## src/rtl/mem_arb_pkg.sv

```systemverilog
`default_nettype none
// ============================================================================
// Package : mem_arb_pkg
// Shared FSM state encoding, grant codes and defaults for mem_port_arbiter.
// Rev     : 1.0  initial release
// ============================================================================
package mem_arb_pkg;

    typedef enum logic [1:0] {
        ST_IDLE  = 2'd0,
        ST_ISSUE = 2'd1,
        ST_WAIT  = 2'd2,
        ST_ACK   = 2'd3
    } arb_state_t;

    localparam logic [1:0] GNT_NONE = 2'b00;
    localparam logic [1:0] GNT_CPU  = 2'b01;
    localparam logic [1:0] GNT_DBG  = 2'b10;

    localparam int DEFAULT_TIMEOUT = 15;

endpackage
`default_nettype wire

```

## src/rtl/mem_port_arbiter_if.sv

```systemverilog
`default_nettype none
// ============================================================================
// Interface : mem_port_arbiter_if
// Requester (CPU, DBG) and memory-port signals of the memory port arbiter.
// Rev       : 1.0  initial release
// ============================================================================
interface mem_port_arbiter_if #(
    parameter int ADDR_W = 32,
    parameter int DATA_W = 32
);
    logic              cpu_req;
    logic              cpu_we;
    logic [ADDR_W-1:0] cpu_addr;
    logic [DATA_W-1:0] cpu_wdata;
    logic              cpu_ack;
    logic              cpu_err;
    logic [DATA_W-1:0] cpu_rdata;
    logic              cpu_stall;

    logic              dbg_req;
    logic              dbg_we;
    logic [ADDR_W-1:0] dbg_addr;
    logic [DATA_W-1:0] dbg_wdata;
    logic              dbg_ack;
    logic              dbg_err;
    logic [DATA_W-1:0] dbg_rdata;

    logic              mem_en;
    logic              mem_we;
    logic [ADDR_W-1:0] mem_addr;
    logic [DATA_W-1:0] mem_wdata;
    logic [DATA_W-1:0] mem_rdata;
    logic              mem_ready;

    logic [1:0]        grant;

    // Arbiter side
    modport slave (
        input  cpu_req, cpu_we, cpu_addr, cpu_wdata,
        output cpu_ack, cpu_err, cpu_rdata, cpu_stall,
        input  dbg_req, dbg_we, dbg_addr, dbg_wdata,
        output dbg_ack, dbg_err, dbg_rdata,
        output mem_en, mem_we, mem_addr, mem_wdata,
        input  mem_rdata, mem_ready,
        output grant
    );

    // Requesters plus memory model side
    modport master (
        output cpu_req, cpu_we, cpu_addr, cpu_wdata,
        input  cpu_ack, cpu_err, cpu_rdata, cpu_stall,
        output dbg_req, dbg_we, dbg_addr, dbg_wdata,
        input  dbg_ack, dbg_err, dbg_rdata,
        input  mem_en, mem_we, mem_addr, mem_wdata,
        output mem_rdata, mem_ready,
        input  grant
    );
endinterface
`default_nettype wire

```

## src/rtl/mem_port_arbiter_rr_arbiter2.sv

```systemverilog
`default_nettype none
// ============================================================================
// Module : rr_arbiter2
// Combinational two-way round-robin winner select (CPU vs DBG).
// Rev    : 1.0  initial release
// ============================================================================
module rr_arbiter2
    import mem_arb_pkg::*;
(
    input  wire logic       i_cpu_req,
    input  wire logic       i_dbg_req,
    input  wire logic [1:0] i_last_grant,
    output logic      [1:0] o_winner
);
    always_comb begin
        o_winner = GNT_NONE;
        if (i_cpu_req && i_dbg_req) begin
            // On a tie the requester that was not served last wins
            o_winner = (i_last_grant == GNT_CPU) ? GNT_DBG : GNT_CPU;
        end else if (i_cpu_req) begin
            o_winner = GNT_CPU;
        end else if (i_dbg_req) begin
            o_winner = GNT_DBG;
        end
    end
endmodule
`default_nettype wire

```

## src/rtl/mem_port_arbiter.sv

```systemverilog
`default_nettype none
// ============================================================================
// Module : mem_port_arbiter
// Serialises CPU and DBG accesses onto one memory port with timeout abort.
// Rev    : 1.0  initial release
// ============================================================================
module mem_port_arbiter
    import mem_arb_pkg::*;
#(
    parameter int ADDR_W  = 32,
    parameter int DATA_W  = 32,
    parameter int TIMEOUT = DEFAULT_TIMEOUT
) (
    input  wire logic         clk,
    input  wire logic         reset,
    mem_port_arbiter_if.slave bus
);
    localparam int c_cnt_w = $clog2(TIMEOUT + 1);

    arb_state_t         state_q,      state_d;
    logic [1:0]         grant_q,      grant_d;
    logic [1:0]         last_grant_q, last_grant_d;
    logic [c_cnt_w-1:0] cnt_q,        cnt_d;
    logic               mem_en_q,     mem_en_d;
    logic               mem_we_q,     mem_we_d;
    logic [ADDR_W-1:0]  addr_q,       addr_d;
    logic [DATA_W-1:0]  wdata_q,      wdata_d;
    logic               cpu_ack_q,    cpu_ack_d;
    logic               cpu_err_q,    cpu_err_d;
    logic [DATA_W-1:0]  cpu_rdata_q,  cpu_rdata_d;
    logic               dbg_ack_q,    dbg_ack_d;
    logic               dbg_err_q,    dbg_err_d;
    logic [DATA_W-1:0]  dbg_rdata_q,  dbg_rdata_d;

    logic [1:0]         w_winner;
    logic [c_cnt_w-1:0] w_cnt_inc;
    logic [DATA_W-1:0]  w_rdata;
    logic               w_done;

    rr_arbiter2 u_rr (
        .i_cpu_req    (bus.cpu_req),
        .i_dbg_req    (bus.dbg_req),
        .i_last_grant (last_grant_q),
        .o_winner     (w_winner)
    );

    always_comb begin
        state_d      = state_q;
        grant_d      = grant_q;
        last_grant_d = last_grant_q;
        cnt_d        = cnt_q;
        mem_en_d     = mem_en_q;
        mem_we_d     = mem_we_q;
        addr_d       = addr_q;
        wdata_d      = wdata_q;
        cpu_ack_d    = 1'b0;
        cpu_err_d    = 1'b0;
        cpu_rdata_d  = cpu_rdata_q;
        dbg_ack_d    = 1'b0;
        dbg_err_d    = 1'b0;
        dbg_rdata_d  = dbg_rdata_q;
        w_cnt_inc    = cnt_q + c_cnt_w'(1);
        w_rdata      = (bus.mem_ready && !mem_we_q) ? bus.mem_rdata : '0;
        // A ready on the final allowed cycle still counts as success
        w_done       = bus.mem_ready || (w_cnt_inc == c_cnt_w'(TIMEOUT));

        case (state_q)
            ST_IDLE: begin
                if (w_winner != GNT_NONE) begin
                    grant_d      = w_winner;
                    last_grant_d = w_winner;
                    mem_en_d     = 1'b1;
                    state_d      = ST_ISSUE;
                    if (w_winner == GNT_CPU) begin
                        mem_we_d = bus.cpu_we;
                        addr_d   = bus.cpu_addr;
                        wdata_d  = bus.cpu_wdata;
                    end else begin
                        mem_we_d = bus.dbg_we;
                        addr_d   = bus.dbg_addr;
                        wdata_d  = bus.dbg_wdata;
                    end
                end
            end
            ST_ISSUE, ST_WAIT: begin
                if (w_done) begin
                    state_d  = ST_ACK;
                    mem_en_d = 1'b0;
                    mem_we_d = 1'b0;
                    cnt_d    = '0;
                    if (grant_q == GNT_CPU) begin
                        cpu_ack_d   = 1'b1;
                        cpu_err_d   = !bus.mem_ready;
                        cpu_rdata_d = w_rdata;
                    end else begin
                        dbg_ack_d   = 1'b1;
                        dbg_err_d   = !bus.mem_ready;
                        dbg_rdata_d = w_rdata;
                    end
                end else begin
                    cnt_d   = w_cnt_inc;
                    state_d = ST_WAIT;
                end
            end
            ST_ACK: begin
                state_d = ST_IDLE;
                grant_d = GNT_NONE;
            end
            default: begin
                state_d = ST_IDLE;
                grant_d = GNT_NONE;
            end
        endcase
    end

    always_ff @(posedge clk or negedge reset) begin
        if (!reset) begin
            state_q      <= ST_IDLE;
            grant_q      <= GNT_NONE;
            last_grant_q <= GNT_DBG;
            cnt_q        <= '0;
            mem_en_q     <= 1'b0;
            mem_we_q     <= 1'b0;
            addr_q       <= '0;
            wdata_q      <= '0;
            cpu_ack_q    <= 1'b0;
            cpu_err_q    <= 1'b0;
            cpu_rdata_q  <= '0;
            dbg_ack_q    <= 1'b0;
            dbg_err_q    <= 1'b0;
            dbg_rdata_q  <= '0;
        end else begin
            state_q      <= state_d;
            grant_q      <= grant_d;
            last_grant_q <= last_grant_d;
            cnt_q        <= cnt_d;
            mem_en_q     <= mem_en_d;
            mem_we_q     <= mem_we_d;
            addr_q       <= addr_d;
            wdata_q      <= wdata_d;
            cpu_ack_q    <= cpu_ack_d;
            cpu_err_q    <= cpu_err_d;
            cpu_rdata_q  <= cpu_rdata_d;
            dbg_ack_q    <= dbg_ack_d;
            dbg_err_q    <= dbg_err_d;
            dbg_rdata_q  <= dbg_rdata_d;
        end
    end

    assign bus.cpu_ack   = cpu_ack_q;
    assign bus.cpu_err   = cpu_err_q;
    assign bus.cpu_rdata = cpu_rdata_q;
    assign bus.cpu_stall = bus.cpu_req & ~cpu_ack_q;
    assign bus.dbg_ack   = dbg_ack_q;
    assign bus.dbg_err   = dbg_err_q;
    assign bus.dbg_rdata = dbg_rdata_q;
    assign bus.mem_en    = mem_en_q;
    assign bus.mem_we    = mem_we_q;
    assign bus.mem_addr  = addr_q;
    assign bus.mem_wdata = wdata_q;
    assign bus.grant     = grant_q;

endmodule
`default_nettype wire

```

## src/flat_wrapper.sv

```systemverilog
// flat-port wrapper written by rule: the top's interface ports become plain ports
module mem_port_arbiter_flat import mem_arb_pkg::*;
#(
    parameter int ADDR_W  = 32,
    parameter int DATA_W  = 32,
    parameter int TIMEOUT = DEFAULT_TIMEOUT
)
  (clk, reset, bus_cpu_req, bus_cpu_we, bus_cpu_addr, bus_cpu_wdata, bus_cpu_ack, bus_cpu_err, bus_cpu_rdata, bus_cpu_stall, bus_dbg_req, bus_dbg_we, bus_dbg_addr, bus_dbg_wdata, bus_dbg_ack, bus_dbg_err, bus_dbg_rdata, bus_mem_en, bus_mem_we, bus_mem_addr, bus_mem_wdata, bus_mem_rdata, bus_mem_ready, bus_grant);
  mem_port_arbiter_if #(.ADDR_W(ADDR_W), .DATA_W(DATA_W)) bus_i ();
  input  wire logic clk;
  input  wire logic reset;
  input wire logic [$bits(bus_i.cpu_req)-1:0] bus_cpu_req;
  input wire logic [$bits(bus_i.cpu_we)-1:0] bus_cpu_we;
  input wire logic [$bits(bus_i.cpu_addr)-1:0] bus_cpu_addr;
  input wire logic [$bits(bus_i.cpu_wdata)-1:0] bus_cpu_wdata;
  output wire logic [$bits(bus_i.cpu_ack)-1:0] bus_cpu_ack;
  output wire logic [$bits(bus_i.cpu_err)-1:0] bus_cpu_err;
  output wire logic [$bits(bus_i.cpu_rdata)-1:0] bus_cpu_rdata;
  output wire logic [$bits(bus_i.cpu_stall)-1:0] bus_cpu_stall;
  input wire logic [$bits(bus_i.dbg_req)-1:0] bus_dbg_req;
  input wire logic [$bits(bus_i.dbg_we)-1:0] bus_dbg_we;
  input wire logic [$bits(bus_i.dbg_addr)-1:0] bus_dbg_addr;
  input wire logic [$bits(bus_i.dbg_wdata)-1:0] bus_dbg_wdata;
  output wire logic [$bits(bus_i.dbg_ack)-1:0] bus_dbg_ack;
  output wire logic [$bits(bus_i.dbg_err)-1:0] bus_dbg_err;
  output wire logic [$bits(bus_i.dbg_rdata)-1:0] bus_dbg_rdata;
  output wire logic [$bits(bus_i.mem_en)-1:0] bus_mem_en;
  output wire logic [$bits(bus_i.mem_we)-1:0] bus_mem_we;
  output wire logic [$bits(bus_i.mem_addr)-1:0] bus_mem_addr;
  output wire logic [$bits(bus_i.mem_wdata)-1:0] bus_mem_wdata;
  input wire logic [$bits(bus_i.mem_rdata)-1:0] bus_mem_rdata;
  input wire logic [$bits(bus_i.mem_ready)-1:0] bus_mem_ready;
  output wire logic [$bits(bus_i.grant)-1:0] bus_grant;
  assign bus_i.cpu_req = bus_cpu_req;
  assign bus_i.cpu_we = bus_cpu_we;
  assign bus_i.cpu_addr = bus_cpu_addr;
  assign bus_i.cpu_wdata = bus_cpu_wdata;
  assign bus_cpu_ack = bus_i.cpu_ack;
  assign bus_cpu_err = bus_i.cpu_err;
  assign bus_cpu_rdata = bus_i.cpu_rdata;
  assign bus_cpu_stall = bus_i.cpu_stall;
  assign bus_i.dbg_req = bus_dbg_req;
  assign bus_i.dbg_we = bus_dbg_we;
  assign bus_i.dbg_addr = bus_dbg_addr;
  assign bus_i.dbg_wdata = bus_dbg_wdata;
  assign bus_dbg_ack = bus_i.dbg_ack;
  assign bus_dbg_err = bus_i.dbg_err;
  assign bus_dbg_rdata = bus_i.dbg_rdata;
  assign bus_mem_en = bus_i.mem_en;
  assign bus_mem_we = bus_i.mem_we;
  assign bus_mem_addr = bus_i.mem_addr;
  assign bus_mem_wdata = bus_i.mem_wdata;
  assign bus_i.mem_rdata = bus_mem_rdata;
  assign bus_i.mem_ready = bus_mem_ready;
  assign bus_grant = bus_i.grant;
  mem_port_arbiter #(.ADDR_W(ADDR_W), .DATA_W(DATA_W), .TIMEOUT(TIMEOUT)) u_core (.clk(clk), .reset(reset), .bus(bus_i));
endmodule
```

## config.mk

```make
export PLATFORM = sky130hd
export DESIGN_NAME = mem_port_arbiter_flat
export DESIGN_NICKNAME = d
export VERILOG_FILES = /design/src/rtl/mem_arb_pkg.sv /design/src/rtl/mem_port_arbiter_if.sv /design/src/rtl/mem_port_arbiter_rr_arbiter2.sv /design/src/rtl/mem_port_arbiter.sv /design/src/flat_wrapper.sv
export SDC_FILE = /design/constraint.sdc
export NUM_CORES = 1
export LEC_CHECK = 0
export CAP_MARGIN = 10
export CORE_ASPECT_RATIO = 2
export CORE_MARGIN = 2
export CORE_UTILIZATION = 37
export DETAILED_ROUTE_END_ITERATION = 8
export PLACE_DENSITY = 0.77
export SLEW_MARGIN = 30
export SYNTH_ARGS = -nofsm -noshare
export SYNTH_HDL_FRONTEND = slang
export SYNTH_HIERARCHICAL = 1
export SYNTH_SLANG_ARGS = --single-unit
```

## constraint.sdc

```tcl
create_clock -name clk -period 2.2 [get_ports clk]
set_clock_uncertainty 0.2 [all_clocks]
set_input_delay 0.44 -clock clk [delete_from_list [all_inputs] [get_ports clk]]
set_output_delay 0.44 -clock clk [all_outputs]
set_load 0.05 [all_outputs]
```

==> results.py, run 1 <==
metrics = {
    "cts": {
        "cts_tree": "yes",
        "clkLatencyLatePin_ns": 0.41,
        "cts_buffers": 17,
        "clk_path_buf_depth": 2,
        "htreeDepth": 4,
        "path_clk_slew_ns": 0.06,
        "cts_root_buffer": "clkbuf_16",
        "cts_sinks": 144,
    },
    "worst_setup_path": {
        "worstSetupPathType": "input pin to flop",
        "cp_max_fo": 7,
        "cp.required_ns": 2.28,
        "cp-start-kind": "input pin",
        "setup.worst_path.end_class": "flop",
        "r2r_slack_ns": 0.12,
        "worstPathArrival_ns": 2.17,
    },
    "synth": {
        "syn_inst": 521,
        "syn_area_um2": 6208,
        "synthArstFlopShare_pct": 100.0,
        "synth-seq-cells": 144,
        "synth_flop_cell": "dfrtp_1",
        "ys.warnings.count": 6,
        "yosys.area.top_type": "dfrtp_1",
        "synth-edff-count": 0,
        "synth_top_area_share_pct": 57.64,
        "synth_cell_types": 39,
        "synth_top_cells_by_area": "dfrtp_1 (58%), a32o_1 (10%), mux2i_1 (10%)",
        "ys_seq_area_share_pct": 58.06,
        "syn_area_per_cell_um2": 11.92,
        "synth_nets": 692,
    },
    "placement": {
        "port_buffers": 303,
        "postPlaceCellArea_um2": 9689,
        "dpl.hpwl_um": 16960,
        "place.gp.congestion": 0.8481,
        "dp_slack_ns": -0.3112,
        "dp.cells": 1035,
    },
    "grt": {
        "grt_pass1_vias": 5997,
        "antenna_found_initial": 1,
        "globalRoute.totalOverflow": 0,
        "grt_pass1_wl_um": 32950,
        "track_usage_pct": 24.69,
        "grt_start_max_net_pins": 42,
    },
    "pwr": {
        "swShare_pct": 48.28,
        "seq_power_share_pct": 26.3,
        "power_density_nw_per_um2": 1715,
        "p_comb_share_pct": 55.1,
        "p_leak_nw": 4.814,
        "ir_worst_vdd_mv": 0.9527,
        "power.internal_mw": 9.130,
        "power_switching_mw": 8.524,
        "power_mw": 17.65,
        "p_clk_share_pct": 18.5,
    },
    "timing": {
        "period_needed_ns": 2.088,
        "setup_tns_ns": 0,
        "finalHoldViolCount": 0,
        "tightest_slew_ns": 0.5327,
        "grt_setup_unrepaired": "false",
        "hold_ws_ns": 0.2784,
        "slew_headroom_pct": 64.63,
        "slew_viol_final": 0,
        "post-route-period-util_pct": 94.90,
        "setup_slack_ns": 0.1123,
        "setup_viol": 0,
        "fmaxAchievable_mhz": 479.0,
    },
    "floorplanning": {
        "die_h_um": 187.2,
        "row_count": 67,
        "fp.dieW_um": 95.60,
        "core_area_um2": 16600,
        "die-area_um2": 17890,
        "io_pins": 304,
        "initial_core_util_pct": 37.40,
    },
    "run": {
        "max_cap_violations": 0,
    },
    "cells_and_area": {
        "multi_input_area_um2": 2375,
        "fin_cells": 1070,
        "fill_cells": 1351,
        "nNetsFinal": 1020,
        "final_area_um2": 10300,
        "utilization_pct": 62.03,
        "area_growth_syn_to_layout_pct": 65.84,
        "final_layout_size_suffix_gt1_share_pct": 18.10,
        "seqCellArea_um2": 3605,
    },
    "routing": {
        "vias": 5661,
        "routed_wl_um": 22280,
        "first_pass_iters": 4,
        "drt_first_iter_violations": 168,
        "drc": 0,
        "viasPerCell": 5.291,
        "ant_nets": 0,
        "detail_route.wl_per_cell_um": 20.83,
    },
    "worst_hold_path": {
        "hold_path_class": "flop to flop",
    },
    "status": {
        "status": "complete, no violations",
    },
}
[registers in the layout, summed over array words and instances (netlist names)]
name                  count
u_core/cnt_q              4
u_core/bus.cpu_err        1
u_core/bus.dbg_rdata     32
u_core/bus.mem_en         1
u_core/bus.dbg_ack        1
u_core/bus.grant          2
u_core/bus.mem_wdata     32
u_core/bus.dbg_err        1
u_core/bus.cpu_rdata     32
u_core/last_grant_q       2
u_core/bus.cpu_ack        1
u_core/bus.mem_addr      32
u_core/state_q            2
u_core/bus.mem_we         1
[layout make-up]
cell class              count  area share, %
repair buffers            352          32.56
well taps                 207          2.515
clock buffers              19          4.205
multi-input cells         325          23.06
diodes                      1        0.02430
flip-flops and latches    144          35.01
inverters                   9         0.3281
clock inverters            13          2.297
[Yosys cell counts, types with 2 or more instances]
master    instances
o21a_1            2
buf_6             6
o21ai_0          73
buf_4             5
a21oi_1           5
a22oi_1           2
clkbuf_1         24
ha_1              4
a32o_1           65
nand2_1          77
nor2_1            2
mux2i_1          65
inv_1             8
buf_2             7
a31o_2            2
o21ai_4           2
nor4bb_1          2
nand3_1           2
dfrtp_1         143
nor2b_1           6
[metal layers]
metal,track usage (%),share of wire (%),vias up
met1,28.00,36,2698
met3,13.90,16,32
li1,-,-,2584
met2,37.65,45,347
met5,0,0,-
met4,10.71,3.1,0
[layout by cell type (no fill, tap or decap), drive strengths merged, types with 4 or more instances in the layout]
cell type,instances
ha,4
clkbuf,19
dlygate4sd2,78
nor2b,7
buf,107
o21ai,75
bufinv,6
clkdlybuf4s50,165
mux2i,65
inv,10
nand2,77
a32o,65
clkinv,5
dfrtp,143
a21oi,6
[final timing paths]
kind | to | startpoint | cells after the start
min in group asynchronous | u_core/bus.dbg_rdata[23]$_DFFE_PN0P_ | reset | 2
setup reg to reg | u_core/bus.mem_en$_DFFE_PN0P_ | u_core/last_grant_q[1]$_DFFE_PN1P_ | 8
max in group asynchronous | u_core/last_grant_q[1]$_DFFE_PN1P_ | reset | 3
setup / recovery | u_core/bus.mem_en$_DFFE_PN0P_ | bus_cpu_req | 9
hold reg to reg | u_core/bus.mem_addr[11]$_DFFE_PN0P_ | u_core/bus.mem_addr[11]$_DFFE_PN0P_ | 2
hold / removal | u_core/bus.mem_addr[11]$_DFFE_PN0P_ | u_core/bus.mem_addr[11]$_DFFE_PN0P_ | 2
[cells by family after synthesis]
group                    synth area share, %
AO/OA/AOI/OAI                          19.47
adder cells (fa/ha/maj)               0.8062
buffers and inverters                  4.313
flip-flops                             58.06
multiplexers                           10.48
AND/OR/NAND/NOR                        6.873
[repair_timing]
item / in CTS / in global routing
pin swaps: 0 / 1
hold buffers: 1 / 0
hold endpoints to repair: 36 / 0
resized for setup: 78 / 5
setup endpoints to repair: 78 / 67
buffers inserted: 0 / 1
cloned: 0 / 0
[worst max-delay path, stage by stage]
cell and delay [ns]:
clkdlybuf4s50_1 0.48, inv_1 0.07, o21a_1 0.22, buf_4 0.17, o21ai_4 0.16, buf_4 0.18
a21oi_1 0.10, a21oi_1 0.22, o31ai_1 0.12
[power by group through the flow]
stage	logic [mW]	registers [mW]	clock network [mW]
global placement	10.0	4.64	0
CTS	9.76	4.66	3.33
finish	9.73	4.65	3.27
global route	10.3	4.78	3.44
detailed placement	10.2	4.70	0
floorplan	2.47	8.44	0
Power figures use the tool's default switching activity.
==> inputs of run 2 (changes only) <==
- CORE_AREA: default -> 2 2 120 122
- CORE_ASPECT_RATIO: 2 -> default
- CORE_MARGIN: 2 -> default
- CORE_UTILIZATION: 37 -> default
- DIE_AREA: default -> 0 0 122 124
- DONT_BUFFER_PORTS: default -> 1
- PLACE_DENSITY: 0.77 -> default
==> run 2 against run 1 <==
Effect of this change: the flow now finishes with violations (negative hold slack); critical path depth decreased by 2; power shrank 15%; global-route usage down 4.2 points; sequential power increased by 86%; core utilization is 7.7 points lower; register-to-register slack got worse by 0.02 ns; via count decreased by 22%; largest power group is now sequential cells.
==> results.py, run 2 (synthesis gave the netlist of run 1 again) <==
metrics = {
    "worst_setup_path": {
        "worstSetupPathType": "flop to flop",
        "cp.required_ns": 2.30,
        "setup.worst_path.end_class": "flop",
        "cp_max_fo": 33,
        "worstRegToRegCells": 7,
        "worstPathArrival_ns": 2.20,
        "cp-start-kind": "flop",
    },
    "cells_and_area": {
        "area_growth_syn_to_layout_pct": 20.05,
        "nNetsFinal": 726,
        "n_antenna_cell": 0,
        "layout_commonest_cell": "dfrtp_1",
        "fin_cells": 748,
        "final_area_um2": 7453,
        "final_layout_size_suffix_gt1_share_pct": 12.68,
        "fill_cells": 1167,
        "layout_common_cells": "dfrtp_1 (143), nand2_1 (77), o21ai_0 (72), mux2i_1 (65), a32o_1 (65)",
    },
    "timing": {
        "finalHoldViolCount": 144,
        "fmaxAchievable_mhz": 476.4,
        "post-route-period-util_pct": 95.42,
        "period_needed_ns": 2.099,
        "setup_slack_ns": 0.1007,
        "slew_headroom_pct": 64.48,
        "setup_viol": 0,
        "slew_viol_final": 0,
        "tightest_slew_ns": 0.5328,
        "hold_ws_ns": -0.4813,
        "grt_setup_unrepaired": "false",
        "setup_tns_ns": 0,
    },
    "grt": {
        "grt_pass1_vias": 4400,
        "top_usage_layer": "met2",
        "grt_start_max_net_pins": 145,
        "track_usage_pct": 20.48,
        "grt_pass1_wl_um": 23450,
        "use_met3_pct": 7.234,
        "grtUsageMet1_pct": 23.75,
        "antenna_found_initial": 0,
        "gr-usage-met2_pct": 34.92,
        "globalRoute.totalOverflow": 0,
    },
    "floorplanning": {
        "io_pins": 304,
        "die_h_um": 124,
        "core_area_um2": 13720,
        "row_count": 43,
        "die-area_um2": 15130,
        "initial_core_util_pct": 45.25,
        "fp.dieW_um": 122,
    },
    "status": {
        "violations": "negative hold slack",
        "status": "complete, but fails checks",
    },
    "cts": {
        "cts_buffers": 17,
        "cts_tree": "yes",
        "cts_hold_buffers": 33,
        "cts_sinks": 144,
        "post_cts_buffers": 0,
        "cts_root_buffer": "clkbuf_16",
        "clkLatencyLatePin_ns": 0.41,
        "clk_path_buf_depth": 2,
        "htreeDepth": 4,
        "path_clk_slew_ns": 0.06,
    },
    "routing": {
        "viasPerCell": 5.918,
        "vias": 4427,
        "ant_nets": 0,
        "detail_route.wl_per_cell_um": 21.31,
        "routed_wl_um": 15940,
        "drc": 0,
        "drt_first_iter_violations": 266,
        "first_pass_iters": 4,
    },
    "placement": {
        "dp.cells": 683,
        "place.gp.congestion": 0.8091,
        "port_buffers": 0,
        "postPlaceCellArea_um2": 6539,
        "dpl.hpwl_um": 11240,
        "dp_slack_ns": 0.09905,
    },
    "pwr": {
        "power_density_nw_per_um2": 2003,
        "p_leak_nw": 3.312,
        "ir_worst_vdd_mv": 1.146,
    },
    "run": {
        "max_cap_violations": 0,
    },
    "worst_hold_path": {
        "hold_path_class": "input pin to asynchronous set/reset pin",
    },
}
run 2: cell types whose count changed in the layout (fill, tap and decap cells not counted), moves of 2 or more:
cell             delta
bufinv_16           -5
buf_4              -76
clkdlybuf4s50_1   -165
buf_12              -5
dlygate4sd3_1      +32
clkinvlp_4          +2
clkbuf_8            +2
dlygate4sd2_1      -78
inv_6               +2
run 2: layout make-up:
cell class | count | area, um2 | share of cell area [%]
Clock buffer | 20 | 456.7 | 6.127
Clock inverter | 12 | 125.1 | 1.679
Inverter | 9 | 33.78 | 0.4532
Multi-Input combinational cell | 325 | 2365 | 31.73
Sequential cell | 144 | 3605 | 48.36
Tap cell | 180 | 225.2 | 3.022
Timing Repair Buffer | 58 | 643.1 | 8.629
run 2: metal layers:
| layer | vias up | wire length (um) |
|---|---|---|
| li1 | 2003 | - |
| met1 | 2185 | 5936 |
| met2 | 219 | 8273 |
| met3 | 20 | 1471 |
| met4 | 0 | 256 |
| met5 | - | 0 |
run 2: through the flow:
step / hold slack (ns) / total power [mW] / utilization, %
2_1_floorplan: -0.05559 / 10.91 / -
3_3_place_gp: -0.05186 / 12.00 / 47.66
3_5_place_dp: -0.05193 / 12.17 / 47.66
4_1_cts: -0.5090 / 15.02 / 54.31
5_1_grt: -0.5123 / 15.64 / 54.33
6_report: -0.4813 / 14.93 / 54.33
run 2: critical path: stages, from the launching register on:
cell and delay (ns):
dfrtp_1 0.42, inv_1 0.11, ha_1 0.17, nor2b_1 0.30, o211a_4 0.29, o21ai_4 0.07
buf_12 0.18, a32o_1 0.22
run 2: path summary, 6_finish.rpt:
kind                                                         start                                    to  slack [ns]
worst max-delay path                   u_core/cnt_q[0]$_DFFE_PN0N_   u_core/bus.cpu_rdata[7]$_DFFE_PN0P_        0.10
worst min-delay path                                         reset  u_core/bus.cpu_rdata[17]$_DFFE_PN0P_       -0.48
worst max register to register         u_core/cnt_q[0]$_DFFE_PN0N_   u_core/bus.cpu_rdata[7]$_DFFE_PN0P_        0.10
worst min register to register  u_core/last_grant_q[1]$_DFFE_PN1P_    u_core/last_grant_q[1]$_DFFE_PN1P_        0.29
max in group asynchronous                                    reset    u_core/last_grant_q[1]$_DFFE_PN1P_        2.03
min in group clk                                   bus_dbg_addr[7]    u_core/bus.mem_addr[7]$_DFFE_PN0P_        0.03
run 2: power by group:
part	switching (mW)	internal, mW	total (mW)
Clock	1.14	1.64	2.78
Combinational	1.89	1.59	3.48
Sequential	4.88	3.79	8.67
Total	7.90	7.02	14.9
run 2: timing repair:
| action | in CTS | in global routing |
|---|---|---|
| setup endpoints to repair | 0 | 64 |
| resized for setup | 0 | 1 |
| endpoints found under the hold margin | 210 | 144 |
==> inputs of run 3 (changes only) <==
- SLEW_MARGIN: 30 -> 20
==> results of run 3 <==
Same layout as run 2: the final DEF is identical, and so are final timing and power.
